--- config.mk ---
export PLATFORM = sky130hd
export DESIGN_NAME = por_seq_ctl_flat
export DESIGN_NICKNAME = d
export VERILOG_FILES = /design/src/rtl/por_seq_ctl_if.sv /design/src/rtl/por_seq_ctl.sv /design/src/flat_wrapper.sv
export SDC_FILE = /design/constraint.sdc
export NUM_CORES = 1
export LEC_CHECK = 0
export ABC_AREA = 1
export BUFFER_PORTS_ARGS = -buffer_cell sky130_fd_sc_hd__buf_2
export CAP_MARGIN = 20
export CORE_MARGIN = 8
export CORE_UTILIZATION = 50
export CTS_BUF_LIST = sky130_fd_sc_hd__clkbuf_8 sky130_fd_sc_hd__clkbuf_16
export CTS_CLUSTER_DIAMETER = 100
export DETAILED_ROUTE_END_ITERATION = 8
export PLACE_DENSITY = 0.8
export SLEW_MARGIN = 40
export SYNTH_ARGS = -nofsm -noshare
export SYNTH_HDL_FRONTEND = slang
export SYNTH_SLANG_ARGS = --single-unit
--- constraint.sdc ---
create_clock -name osc_ck -period 2.05 [get_ports osc_ck]
set_input_delay 0.41 -clock osc_ck [delete_from_list [all_inputs] [get_ports osc_ck]]
set_output_delay 0.41 -clock osc_ck [all_outputs]
set_load 0.03 [all_outputs]
--- src/rtl/por_seq_ctl_if.sv ---
`default_nettype none
// ============================================================================
//  Module   : por_seq_ctl_if
//  Brief    : Analog front-end / reset-channel bundle of the POR sequencer.
//  Revision : 1.0 - initial release
// ============================================================================

interface por_seq_ctl_if #(
    parameter int TRIP_W = 3,
    parameter int N_CH   = 2
);
    logic                      pwup_filt;
    logic [TRIP_W-1:0]         otrip;
    logic                      force_pdn;
    logic                      force_rc_osc;
    logic                      force_short_oneshot;
    logic                      osc_ena;
    logic [(2**TRIP_W)-1:0]    otrip_decoded;
    logic                      force_pdnb;
    logic                      por_unbuf;
    logic [N_CH-1:0]           rstn_ch;
    logic                      startup_timed_out;
    logic                      por_timed_out;
    logic [2:0]                seq_state;
    logic [3:0]                brownout_cnt;

    // master = analog front end / system side, slave = sequencer
    modport master (
        output pwup_filt, otrip, force_pdn, force_rc_osc, force_short_oneshot,
        input  osc_ena, otrip_decoded, force_pdnb, por_unbuf, rstn_ch,
               startup_timed_out, por_timed_out, seq_state, brownout_cnt
    );

    modport slave (
        input  pwup_filt, otrip, force_pdn, force_rc_osc, force_short_oneshot,
        output osc_ena, otrip_decoded, force_pdnb, por_unbuf, rstn_ch,
               startup_timed_out, por_timed_out, seq_state, brownout_cnt
    );
endinterface

`default_nettype wire

--- src/rtl/por_seq_ctl.sv ---
`default_nettype none
// ============================================================================
//  Module   : por_seq_ctl
//  Brief    : Power-on-reset sequencer: startup/POR one-shots, staggered
//             release of active-low reset channels, brownout restart.
//  Revision : 1.0 - initial release
// ============================================================================

module por_seq_ctl #(
    parameter int TRIP_W   = 3,
    parameter int ST_W     = 5,
    parameter int POR_W    = 11,
    parameter int N_CH     = 2,
    parameter int STAG_W   = 4,
    parameter int SYNC_STG = 3
) (
    input  wire logic     osc_ck,
    input  wire logic     rst,
    por_seq_ctl_if.slave  bus
);

    typedef enum logic [2:0] {
        S_IDLE    = 3'd0,
        S_STARTUP = 3'd1,
        S_POR     = 3'd2,
        S_RELEASE = 3'd3,
        S_DONE    = 3'd4
    } state_t;

    localparam int              c_ch_w     = (N_CH > 1) ? $clog2(N_CH) : 1;
    localparam logic [ST_W:0]   c_st_max   = {1'b0, {ST_W{1'b1}}};
    localparam logic [ST_W:0]   c_st_one   = (ST_W+1)'(1);
    localparam logic [ST_W:0]   c_st_step  = (ST_W+1)'(2**(ST_W-4));
    localparam logic [POR_W:0]  c_por_max  = {1'b0, {POR_W{1'b1}}};
    localparam logic [POR_W:0]  c_por_one  = (POR_W+1)'(1);
    localparam logic [POR_W:0]  c_por_step = (POR_W+1)'(2**(POR_W-4));

    logic [SYNC_STG-1:0] r_sync;
    logic                w_pwup_s;
    logic                w_down;

    state_t              r_state,   w_state_nxt;
    logic [ST_W-1:0]     r_cnt_st,  w_cnt_st_nxt;
    logic [POR_W-1:0]    r_cnt_por, w_cnt_por_nxt;
    logic [STAG_W-1:0]   r_stag,    w_stag_nxt;
    logic [c_ch_w-1:0]   r_ch_idx,  w_ch_idx_nxt;
    logic [N_CH-1:0]     r_rstn_ch, w_rstn_ch_nxt;
    logic [3:0]          r_brown,   w_brown_nxt;
    logic                r_por_unbuf;
    logic                r_st_to;
    logic                r_por_to;

    logic [ST_W:0]       w_st_sum;
    logic [ST_W-1:0]     w_st_adv;
    logic [POR_W:0]      w_por_sum;
    logic [POR_W-1:0]    w_por_adv;
    int                  w_rel_idx;

    assign w_pwup_s = r_sync[SYNC_STG-1];
    assign w_down   = ~w_pwup_s | bus.force_pdn;

    // Short mode jumps by 2**(W-4) and clamps at all-ones, giving 17 counts
    assign w_st_sum  = {1'b0, r_cnt_st} + (bus.force_short_oneshot ? c_st_step : c_st_one);
    assign w_st_adv  = (w_st_sum > c_st_max) ? c_st_max[ST_W-1:0] : w_st_sum[ST_W-1:0];
    assign w_por_sum = {1'b0, r_cnt_por} + (bus.force_short_oneshot ? c_por_step : c_por_one);
    assign w_por_adv = (w_por_sum > c_por_max) ? c_por_max[POR_W-1:0] : w_por_sum[POR_W-1:0];

    assign w_rel_idx = int'(r_ch_idx) + 1;

    always_ff @(posedge osc_ck) begin
        if (rst) begin
            r_sync      <= '0;
            r_state     <= S_IDLE;
            r_cnt_st    <= '0;
            r_cnt_por   <= '0;
            r_stag      <= '0;
            r_ch_idx    <= '0;
            r_rstn_ch   <= '0;
            r_brown     <= 4'd0;
            r_por_unbuf <= 1'b0;
            r_st_to     <= 1'b0;
            r_por_to    <= 1'b0;
        end else begin
            r_sync      <= {r_sync[SYNC_STG-2:0], bus.pwup_filt};
            r_state     <= w_state_nxt;
            r_cnt_st    <= w_cnt_st_nxt;
            r_cnt_por   <= w_cnt_por_nxt;
            r_stag      <= w_stag_nxt;
            r_ch_idx    <= w_ch_idx_nxt;
            r_rstn_ch   <= w_rstn_ch_nxt;
            r_brown     <= w_brown_nxt;
            r_por_unbuf <= (w_state_nxt == S_POR);
            r_st_to     <= (w_state_nxt inside {S_POR, S_RELEASE, S_DONE});
            r_por_to    <= (w_state_nxt inside {S_RELEASE, S_DONE});
        end
    end

    always_comb begin
        w_state_nxt   = r_state;
        w_cnt_st_nxt  = r_cnt_st;
        w_cnt_por_nxt = r_cnt_por;
        w_stag_nxt    = r_stag;
        w_ch_idx_nxt  = r_ch_idx;
        w_rstn_ch_nxt = r_rstn_ch;
        w_brown_nxt   = r_brown;

        // A supply drop overrides any terminal count in the same cycle
        if (w_down) begin
            if (r_state != S_IDLE) begin
                w_state_nxt   = S_IDLE;
                w_cnt_st_nxt  = '0;
                w_cnt_por_nxt = '0;
                w_stag_nxt    = '0;
                w_ch_idx_nxt  = '0;
                w_rstn_ch_nxt = '0;
                if (r_state == S_DONE && r_brown != 4'hF) begin
                    w_brown_nxt = r_brown + 4'd1;
                end
            end
        end else begin
            case (r_state)
                S_IDLE: begin
                    w_state_nxt  = S_STARTUP;
                    w_cnt_st_nxt = '0;
                end
                S_STARTUP: begin
                    if (r_cnt_st == '1) begin
                        w_state_nxt   = S_POR;
                        w_cnt_por_nxt = '0;
                    end else begin
                        w_cnt_st_nxt = w_st_adv;
                    end
                end
                S_POR: begin
                    if (r_cnt_por == '1) begin
                        w_rstn_ch_nxt[0] = 1'b1;
                        if (N_CH == 1) begin
                            w_state_nxt = S_DONE;
                        end else begin
                            w_state_nxt  = S_RELEASE;
                            w_stag_nxt   = '0;
                            w_ch_idx_nxt = '0;
                        end
                    end else begin
                        w_cnt_por_nxt = w_por_adv;
                    end
                end
                S_RELEASE: begin
                    w_stag_nxt = r_stag + STAG_W'(1);
                    if (r_stag == '1) begin
                        for (int k = 0; k < N_CH; k++) begin
                            if (k == w_rel_idx) begin
                                w_rstn_ch_nxt[k] = 1'b1;
                            end
                        end
                        if (w_rel_idx == N_CH - 1) begin
                            w_state_nxt = S_DONE;
                        end else begin
                            w_ch_idx_nxt = r_ch_idx + c_ch_w'(1);
                        end
                    end
                end
                S_DONE: begin
                    w_state_nxt = S_DONE;
                end
                default: begin
                    w_state_nxt = S_IDLE;
                end
            endcase
        end
    end

    for (genvar i = 0; i < 2**TRIP_W; i++) begin : g_trip_dec
        assign bus.otrip_decoded[i] = (bus.otrip == TRIP_W'(i));
    end

    assign bus.force_pdnb        = ~bus.force_pdn;
    assign bus.osc_ena           = bus.force_rc_osc | (w_pwup_s & ~r_por_to);
    assign bus.por_unbuf         = r_por_unbuf;
    assign bus.rstn_ch           = r_rstn_ch;
    assign bus.startup_timed_out = r_st_to;
    assign bus.por_timed_out     = r_por_to;
    assign bus.seq_state         = r_state;
    assign bus.brownout_cnt      = r_brown;

endmodule

`default_nettype wire
--- src/flat_wrapper.sv ---
// flat-port wrapper written by rule: the top's interface ports become plain ports
module por_seq_ctl_flat 
#(
    parameter int TRIP_W   = 3,
    parameter int ST_W     = 5,
    parameter int POR_W    = 11,
    parameter int N_CH     = 2,
    parameter int STAG_W   = 4,
    parameter int SYNC_STG = 3
)
  (osc_ck, rst, bus_pwup_filt, bus_otrip, bus_force_pdn, bus_force_rc_osc, bus_force_short_oneshot, bus_osc_ena, bus_otrip_decoded, bus_force_pdnb, bus_por_unbuf, bus_rstn_ch, bus_startup_timed_out, bus_por_timed_out, bus_seq_state, bus_brownout_cnt);
  por_seq_ctl_if #(.TRIP_W(TRIP_W), .N_CH(N_CH)) bus_i ();
  input  wire logic osc_ck;
  input  wire logic rst;
  input wire logic [$bits(bus_i.pwup_filt)-1:0] bus_pwup_filt;
  input wire logic [$bits(bus_i.otrip)-1:0] bus_otrip;
  input wire logic [$bits(bus_i.force_pdn)-1:0] bus_force_pdn;
  input wire logic [$bits(bus_i.force_rc_osc)-1:0] bus_force_rc_osc;
  input wire logic [$bits(bus_i.force_short_oneshot)-1:0] bus_force_short_oneshot;
  output wire logic [$bits(bus_i.osc_ena)-1:0] bus_osc_ena;
  output wire logic [$bits(bus_i.otrip_decoded)-1:0] bus_otrip_decoded;
  output wire logic [$bits(bus_i.force_pdnb)-1:0] bus_force_pdnb;
  output wire logic [$bits(bus_i.por_unbuf)-1:0] bus_por_unbuf;
  output wire logic [$bits(bus_i.rstn_ch)-1:0] bus_rstn_ch;
  output wire logic [$bits(bus_i.startup_timed_out)-1:0] bus_startup_timed_out;
  output wire logic [$bits(bus_i.por_timed_out)-1:0] bus_por_timed_out;
  output wire logic [$bits(bus_i.seq_state)-1:0] bus_seq_state;
  output wire logic [$bits(bus_i.brownout_cnt)-1:0] bus_brownout_cnt;
  assign bus_i.pwup_filt = bus_pwup_filt;
  assign bus_i.otrip = bus_otrip;
  assign bus_i.force_pdn = bus_force_pdn;
  assign bus_i.force_rc_osc = bus_force_rc_osc;
  assign bus_i.force_short_oneshot = bus_force_short_oneshot;
  assign bus_osc_ena = bus_i.osc_ena;
  assign bus_otrip_decoded = bus_i.otrip_decoded;
  assign bus_force_pdnb = bus_i.force_pdnb;
  assign bus_por_unbuf = bus_i.por_unbuf;
  assign bus_rstn_ch = bus_i.rstn_ch;
  assign bus_startup_timed_out = bus_i.startup_timed_out;
  assign bus_por_timed_out = bus_i.por_timed_out;
  assign bus_seq_state = bus_i.seq_state;
  assign bus_brownout_cnt = bus_i.brownout_cnt;
  por_seq_ctl #(.TRIP_W(TRIP_W), .ST_W(ST_W), .POR_W(POR_W), .N_CH(N_CH), .STAG_W(STAG_W), .SYNC_STG(SYNC_STG)) u_core (.osc_ck(osc_ck), .rst(rst), .bus(bus_i));
endmodule
; ---- Word level (Yosys, flattened, before mapping)
; Index checks and enable logic that the tools add are counted.
[word_totals]
regBits = 36
input_bits = 9
latchBits = 0
wordCells = 112
romBits = 0
out_inout_bits = 22
n_memories = 0
ramBits = 0
[classes]
mul = 0
bitwise_logic = 6
shift = 0
n_reduce_logical = 20
addsub = 6
n_eq_ne = 28
n_div = 0
magnitude_cmp = 2
n_mux = 38
[op_table]
columns = cell, n
row1 = two-way mux 11 bit, 5
row2 = "== test 2 x 32 -> 1 bit, first input constant", 1
row3 = "== test 32 x 2 -> 1 bit, second input constant", 1
row4 = zero test 32 bit, 1
row5 = case mux 11 bit (2 select lines), 1
row6 = two-way mux 5 bit, 4
row7 = "== test 3 x 2 -> 1 bit, second input constant", 6
row8 = "== test 3 bit, second input constant", 6
row9 = two-way mux 3 bit, 6
row10 = case mux 3 bit (5 select lines), 1
row11 = nonzero test 3 bit, 5
row12 = adder 11 x 12 -> 12 bit, 1
row13 = "greater-than comparator 12 x 11 -> 1 bit, second input constant", 1
row14 = two-way mux 4 bit, 3
row15 = "inequality test 3 x 1 -> 1 bit, second input constant", 4
row16 = "== test 11 bit, second input constant", 1
row17 = case mux 5 bit (2 select lines), 1
row18 = AND reduction 5 bit, 2
row19 = two-way mux 1 bit, 9
row20 = "inequality test 3 x 2 -> 1 bit, second input constant", 3
row21 = AND reduction 3 bit, 3
row22 = "adder 4 x 1 -> 4 bit, second input constant", 2
row23 = two-way mux 2 bit, 4
row24 = two-way mux 8 bit, 1
row25 = 18 further kinds, 28

; ---- Depth between registers and ports, before layout
[logic_depth]
depth_word = 8
ltp_mapped = 12
ltp_nobuf = 12

; ---- Worst setup path before layout
; Ideal clock, no wire load.
[synth_path]
kind = input to register
start = input port bus_force_short_oneshot
end = register u_core.r_cnt_st[2]
cell_stages = 6
slack_ns = 0.463
arrival_time_ns = 1.455
path_cell_list = inv_1 -> ha_1 -> fa_1 -> xor2_1 -> o21ai_0 -> a21oi_1
[synth_via]
elab_chain_len = 7
[synth_rtl]
columns = element, line
row1 = from (decl), flat_wrapper.sv:19  ; input wire logic [$bits(bus_i.force_short_oneshot)-1:0] bus_force_short_oneshot;
row2 = two-way mux 2 bit *, por_seq_ctl.sv:63  ; assign w_st_sum = {1'b0, r_cnt_st} + (bus.force_short_oneshot ? c_st_step : c_st_one);
row3 = adder 5 x 6 -> 6 bit *, por_seq_ctl.sv:63
row4 = greater-than comparator 6 x 5 -> 1 bit, por_seq_ctl.sv:64  ; assign w_st_adv = (w_st_sum > c_st_max) ? c_st_max[ST_W-1:0] : w_st_sum[ST_W-1:0];
row5 = two-way mux 5 bit *, por_seq_ctl.sv:64
row6 = two-way mux 5 bit *, por_seq_ctl.sv:127  ; if (r_cnt_st == '1) begin
row7 = case mux 5 bit (2 select lines) *, por_seq_ctl.sv:121  ; case (r_state)
row8 = two-way mux 5 bit *, por_seq_ctl.sv:108  ; if (w_down) begin
row9 = to (signal assigned), por_seq_ctl.sv:86  ; r_cnt_st <= w_cnt_st_nxt;
row10 = to (decl), por_seq_ctl.sv:43  ; logic [ST_W-1:0] r_cnt_st, w_cnt_st_nxt;
; Every way passes the cells marked *; elsewhere a longest branch is shown, timed or not. The select of a mux whose other input is x is not followed.
; A chain may end at the register's enable or synchronous reset.

; ---- Worst setup path in the final report
[layout_path]
start = register u_core.r_cnt_por[7]
end = register u_core.r_cnt_por[5]
[layout_via]
elab_chain_len = 6
elab_cells_between_ends = 9
cone_classes = 1 x add/sub / 1 x order compare / 2 x eq/ne / 4 x mux / 1 x reduce/logical
[layout_rtl]
columns = element, line
row1 = from (decl), por_seq_ctl.sv:44  ; logic [POR_W-1:0] r_cnt_por, w_cnt_por_nxt;
row2 = from (signal assigned), por_seq_ctl.sv:87  ; r_cnt_por <= w_cnt_por_nxt;
row3 = adder 11 x 12 -> 12 bit, por_seq_ctl.sv:65  ; assign w_por_sum = {1'b0, r_cnt_por} + (bus.force_short_oneshot ? c_por_step : c_por_one);
row4 = greater-than comparator 12 x 11 -> 1 bit, por_seq_ctl.sv:66  ; assign w_por_adv = (w_por_sum > c_por_max) ? c_por_max[POR_W-1:0] : w_por_sum[POR_W-1:0];
row5 = two-way mux 11 bit, por_seq_ctl.sv:66
row6 = two-way mux 11 bit, por_seq_ctl.sv:135  ; if (r_cnt_por == '1) begin
row7 = case mux 11 bit (2 select lines), por_seq_ctl.sv:121
row8 = two-way mux 11 bit, por_seq_ctl.sv:108
; Parallel ways exist; a longest one is shown, timed or not. The select of a mux whose other input is x is not followed.

==> impl_metrics.py <==
metrics = {
    "power": {
        "swShare_pct": 23.1,
        "power_switching_w": 0.000325,
        "p_clk_share_pct": 44.6,
        "intPower_w": 0.00108,
        "p_comb_share_pct": 5.5,
        "pwr-share-seq_pct": 49.9,
        "p_leak_nw": 1.08,
        "power.density_nw_per_um2": 598,
        "irDropWorstVdd_v": 0.000383,
    },
    "clock_network": {
        "root_buffer": "clkbuf_8",
        "cts_resized": 0,
        "tritoncts": "yes",
        "clkLatencyLatePin_ps": 300,
        "numCtsBuffers": 5,
        "clockBufferDepth": 2,
        "postCtsSetupBuffers": 0,
        "clk_pin_slew_worst_paths_ps": 80,
        "hold_buffers": 0,
        "cts_max_level": 2,
        "clock_sink_count": 36,
    },
    "floorplanning": {
        "rows": 23,
        "die_w_um": 79.9,
        "dieArea_sq_um": 6380,
        "ioPinCount": 31,
        "start_util_pct": 51.4,
        "coreArea_sq_um": 3970,
        "die_h_um": 79.9,
    },
    "timing": {
        "period_share_pct": 78.2,
        "rsz0062_at_grt": "false",
        "slew_headroom_pct": 63.6,
        "drv_slew": 0,
        "finalCriticalPeriod_ps": 1600,
        "finalSetupViolations": 0,
        "skew_ps": 9.50,
        "worstMarginPinSlew_ps": 545,
        "max_freq_mhz": 624,
        "setup_tns_ps": 0,
        "holdWs_ps": 316,
        "hold_viol_final": 0,
    },
    "drt": {
        "drtAntennaViolNets": 0,
        "drtPass1Iterations": 4,
        "drc_errors": 0,
        "via_count": 2004,
        "drt_iter0_markers": 134,
        "viasPerCell": 5.22,
        "wirelength_mm": 4.49,
        "wire_per_inst_um": 11.7,
    },
    "global_route": {
        "track_usage_pct": 14.9,
        "grt-busiest-layer": "met2",
        "grt_max_degree": 20,
        "grt_first_pass_wirelength_mm": 7.82,
        "use_met2_pct": 23.1,
        "antenna_found_initial": 0,
        "met1_usage_pct": 18.7,
        "grt-ovfl-total": 0,
        "grt_pass1_vias": 1858,
        "grtUsageMet3_pct": 4.28,
    },
    "synth": {
        "synth_area_sq_um": 2040,
        "synth_warnings": 0,
        "synthCells": 299,
        "synth_cell_type_count": 33,
        "yosysSeqAreaShare_pct": 35.3,
        "ys_ff_latch": 36,
        "syn_nets": 316,
        "avgSynthCellArea_sq_um": 6.83,
    },
    "hold_path": {
        "hold_path_end": "u_core.r_sync[0]$_SDFF_PP0_",
        "min-delay-path-class": "in2reg",
        "hp-start": "bus_pwup_filt",
        "min_path_cells": 3,
    },
    "setup_path": {
        "cp.arrival_ps": 1830,
        "cp_common_cell": "nand2_1",
        "worstPathCellList": "ha_1 > nand2_1 > nor2_1 > nand3_1 > nand2_1 > inv_1 > o21ai_1 > nand2_1 > a21oi_1",
        "path_buf_inv": 1,
        "worst_path_max_delay_cell": "dfxtp_1",
        "critical_path_class": "reg2reg",
        "cpPeakStageDelay_ps": 360,
        "r2r-start": "u_core.r_cnt_por[7]$_SDFFE_PP0P_",
        "crit_path_max_fanout": 5,
        "critPathLaunchType": "flip-flop",
        "rr_worst_depth": 9,
        "end_kind": "flip-flop",
        "critPathTopFamily": "simple AND/OR/NAND/NOR gates",
        "required_ps": 2280,
        "r2r_end": "u_core.r_cnt_por[5]$_SDFFE_PP0P_",
        "r2r_slack_ps": 450,
    },
    "outcome": {
        "outcome": "completed",
    },
    "job": {
        "cap_violations": 0,
    },
    "cells_and_area": {
        "antennaDiodeCount": 0,
        "fin_area_sq_um": 2350,
        "fin_util_pct": 59.2,
        "finalNonFillerCells": 384,
        "drive_gt1_share_pct": 17.7,
        "mostFrequentLayoutCells": "nand2_1 (65), dfxtp_1 (36), nor2_1 (35)",
        "nets": 350,
        "final_common_cell": "nand2_1",
        "syn2layout_area_growth_pct": 15.3,
    },
    "place": {
        "place_area_sq_um": 2240,
        "post-place-cells": 376,
        "gp_congestion": 0.881,
        "io_buffers": 30,
        "dp_hpwl_mm": 3.38,
    },
}
-- stage by stage --
step,setup slack [ps],power [W]
2_1_floorplan,463,0.000767
6_report,447,0.00141
3_3_place_gp,263,0.000795
3_5_place_dp,212,0.000796
4_1_cts,458,0.00142
5_1_grt,243,0.00146
-- synth_stat cells --
| cell type | count | area share (%) |
|---|---|---|
| dfxtp_1 | 36 | 35 |
| nor2_2 | 1 | 0.31 |
| and3_1 | 1 | 0.31 |
| nor2_1 | 35 | 6.4 |
| o21ai_0 | 14 | 3.4 |
| nand2_1 | 65 | 12 |
| buf_2 | 1 | 0.25 |
| nand2_2 | 5 | 1.5 |
| nor3_1 | 12 | 2.9 |
| clkbuf_1 | 3 | 0.55 |
| nand4_1 | 8 | 2.5 |
| fa_1 | 1 | 0.98 |
| nand3_1 | 24 | 5.9 |
| or2_2 | 1 | 0.31 |
| o21ai_2 | 1 | 0.43 |
| inv_2 | 2 | 0.37 |
| a21o_1 | 3 | 1.1 |
| o211ai_1 | 2 | 0.74 |
| ha_1 | 7 | 4.3 |
| xnor2_1 | 1 | 0.43 |
| nand3_2 | 5 | 2.5 |
| a21oi_2 | 1 | 0.43 |
| clkinv_1 | 1 | 0.18 |
| nand3b_1 | 2 | 0.74 |
| inv_1 | 34 | 6.3 |
| nor2_4 | 1 | 0.55 |
| a21o_2 | 1 | 0.43 |
| a21oi_1 | 23 | 5.6 |
| xor2_1 | 4 | 1.7 |
| o21ai_1 | 1 | 0.25 |
| o21bai_1 | 1 | 0.37 |
| a31o_2 | 1 | 0.43 |
| buf_6 | 1 | 0.55 |
-- worst register-to-register path, delay by kind of cell (launching register included) --
kind	cells	cell delay (ps)
adders and majority gates	1	360
AOI/OAI and AO/OA	2	220
DFF	1	360
and+or+nand+nor	5	480
buffers and inverters	1	120
-- how the worst max path moves through the flow --
| stage | slack, ps | from | cells after the start | endpoint |
|---|---|---|---|---|
| after global placement | 260 | bus_force_short_oneshot | 13 | u_core.r_cnt_por[8]$_SDFFE_PP0P_ |
| after CTS | 460 | u_core.r_stag[0]$_SDFFE_PP0P_ | 8 | u_core.bus.por_timed_out$_SDFF_PP0_ |
| after floorplan | 460 | bus_force_short_oneshot | 6 | u_core.r_cnt_st[2]$_SDFFE_PP0P_ |
| after global routing | 240 | u_core.r_cnt_por[0]$_SDFFE_PP0P_ | 11 | u_core.r_cnt_por[8]$_SDFFE_PP0P_ |
| after detailed placement | 210 | bus_force_short_oneshot | 7 | u_core.r_cnt_st[2]$_SDFFE_PP0P_ |
| final | 450 | u_core.r_cnt_por[7]$_SDFFE_PP0P_ | 9 | u_core.r_cnt_por[5]$_SDFFE_PP0P_ |
-- sequential cells by signal (all words and copies together), names as in the netlist, 2 cells and up --
register	flops
u_core.bus.brownout_cnt	4
u_core.r_cnt_st	5
u_core.bus.seq_state	3
u_core.r_stag	4
u_core.r_cnt_por	11
u_core.r_sync	3
u_core.bus.rstn_ch	2
-- area by class of cell --
cell class,count,area [sq um]
sequential,36,721
clock buffer,5,68.8
timing repair buffer,32,165
tap,50,62.6
multi-input combinational,221,1150
fill,361,1620
clock inverter,3,42.5
inverter,37,139
-- kinds of logic after synthesis --
logic type               after synthesis  synth area share [%]
AO/OA/AOI/OAI                         48                  13.2
XOR/XNOR                               5                  2.15
adder cells (fa/ha/maj)                8                  5.27
buffers and inverters                 42                  8.15
flip-flops                            36                  35.3
AND/OR/NAND/NOR                      160                  35.9
-- power by group through the flow --
stage	clock, W	combinational [W]	sequential, W
after global routing	0.000675	0.0000852	0.000702
after floorplan	0	0.0000484	0.000719
after CTS	0.000642	0.0000778	0.000702
final	0.000628	0.0000771	0.000702
after detailed placement	0	0.0000776	0.000719
after global placement	0	0.0000765	0.000719
-- routing by layer --
metal | wire (um) | up-vias
li1 | - | 1054
met1 | 2220 | 883
met2 | 1880 | 56
met3 | 299 | 11
met4 | 99 | 0
met5 | 0 | -
Power figures use the tool's default switching activity.
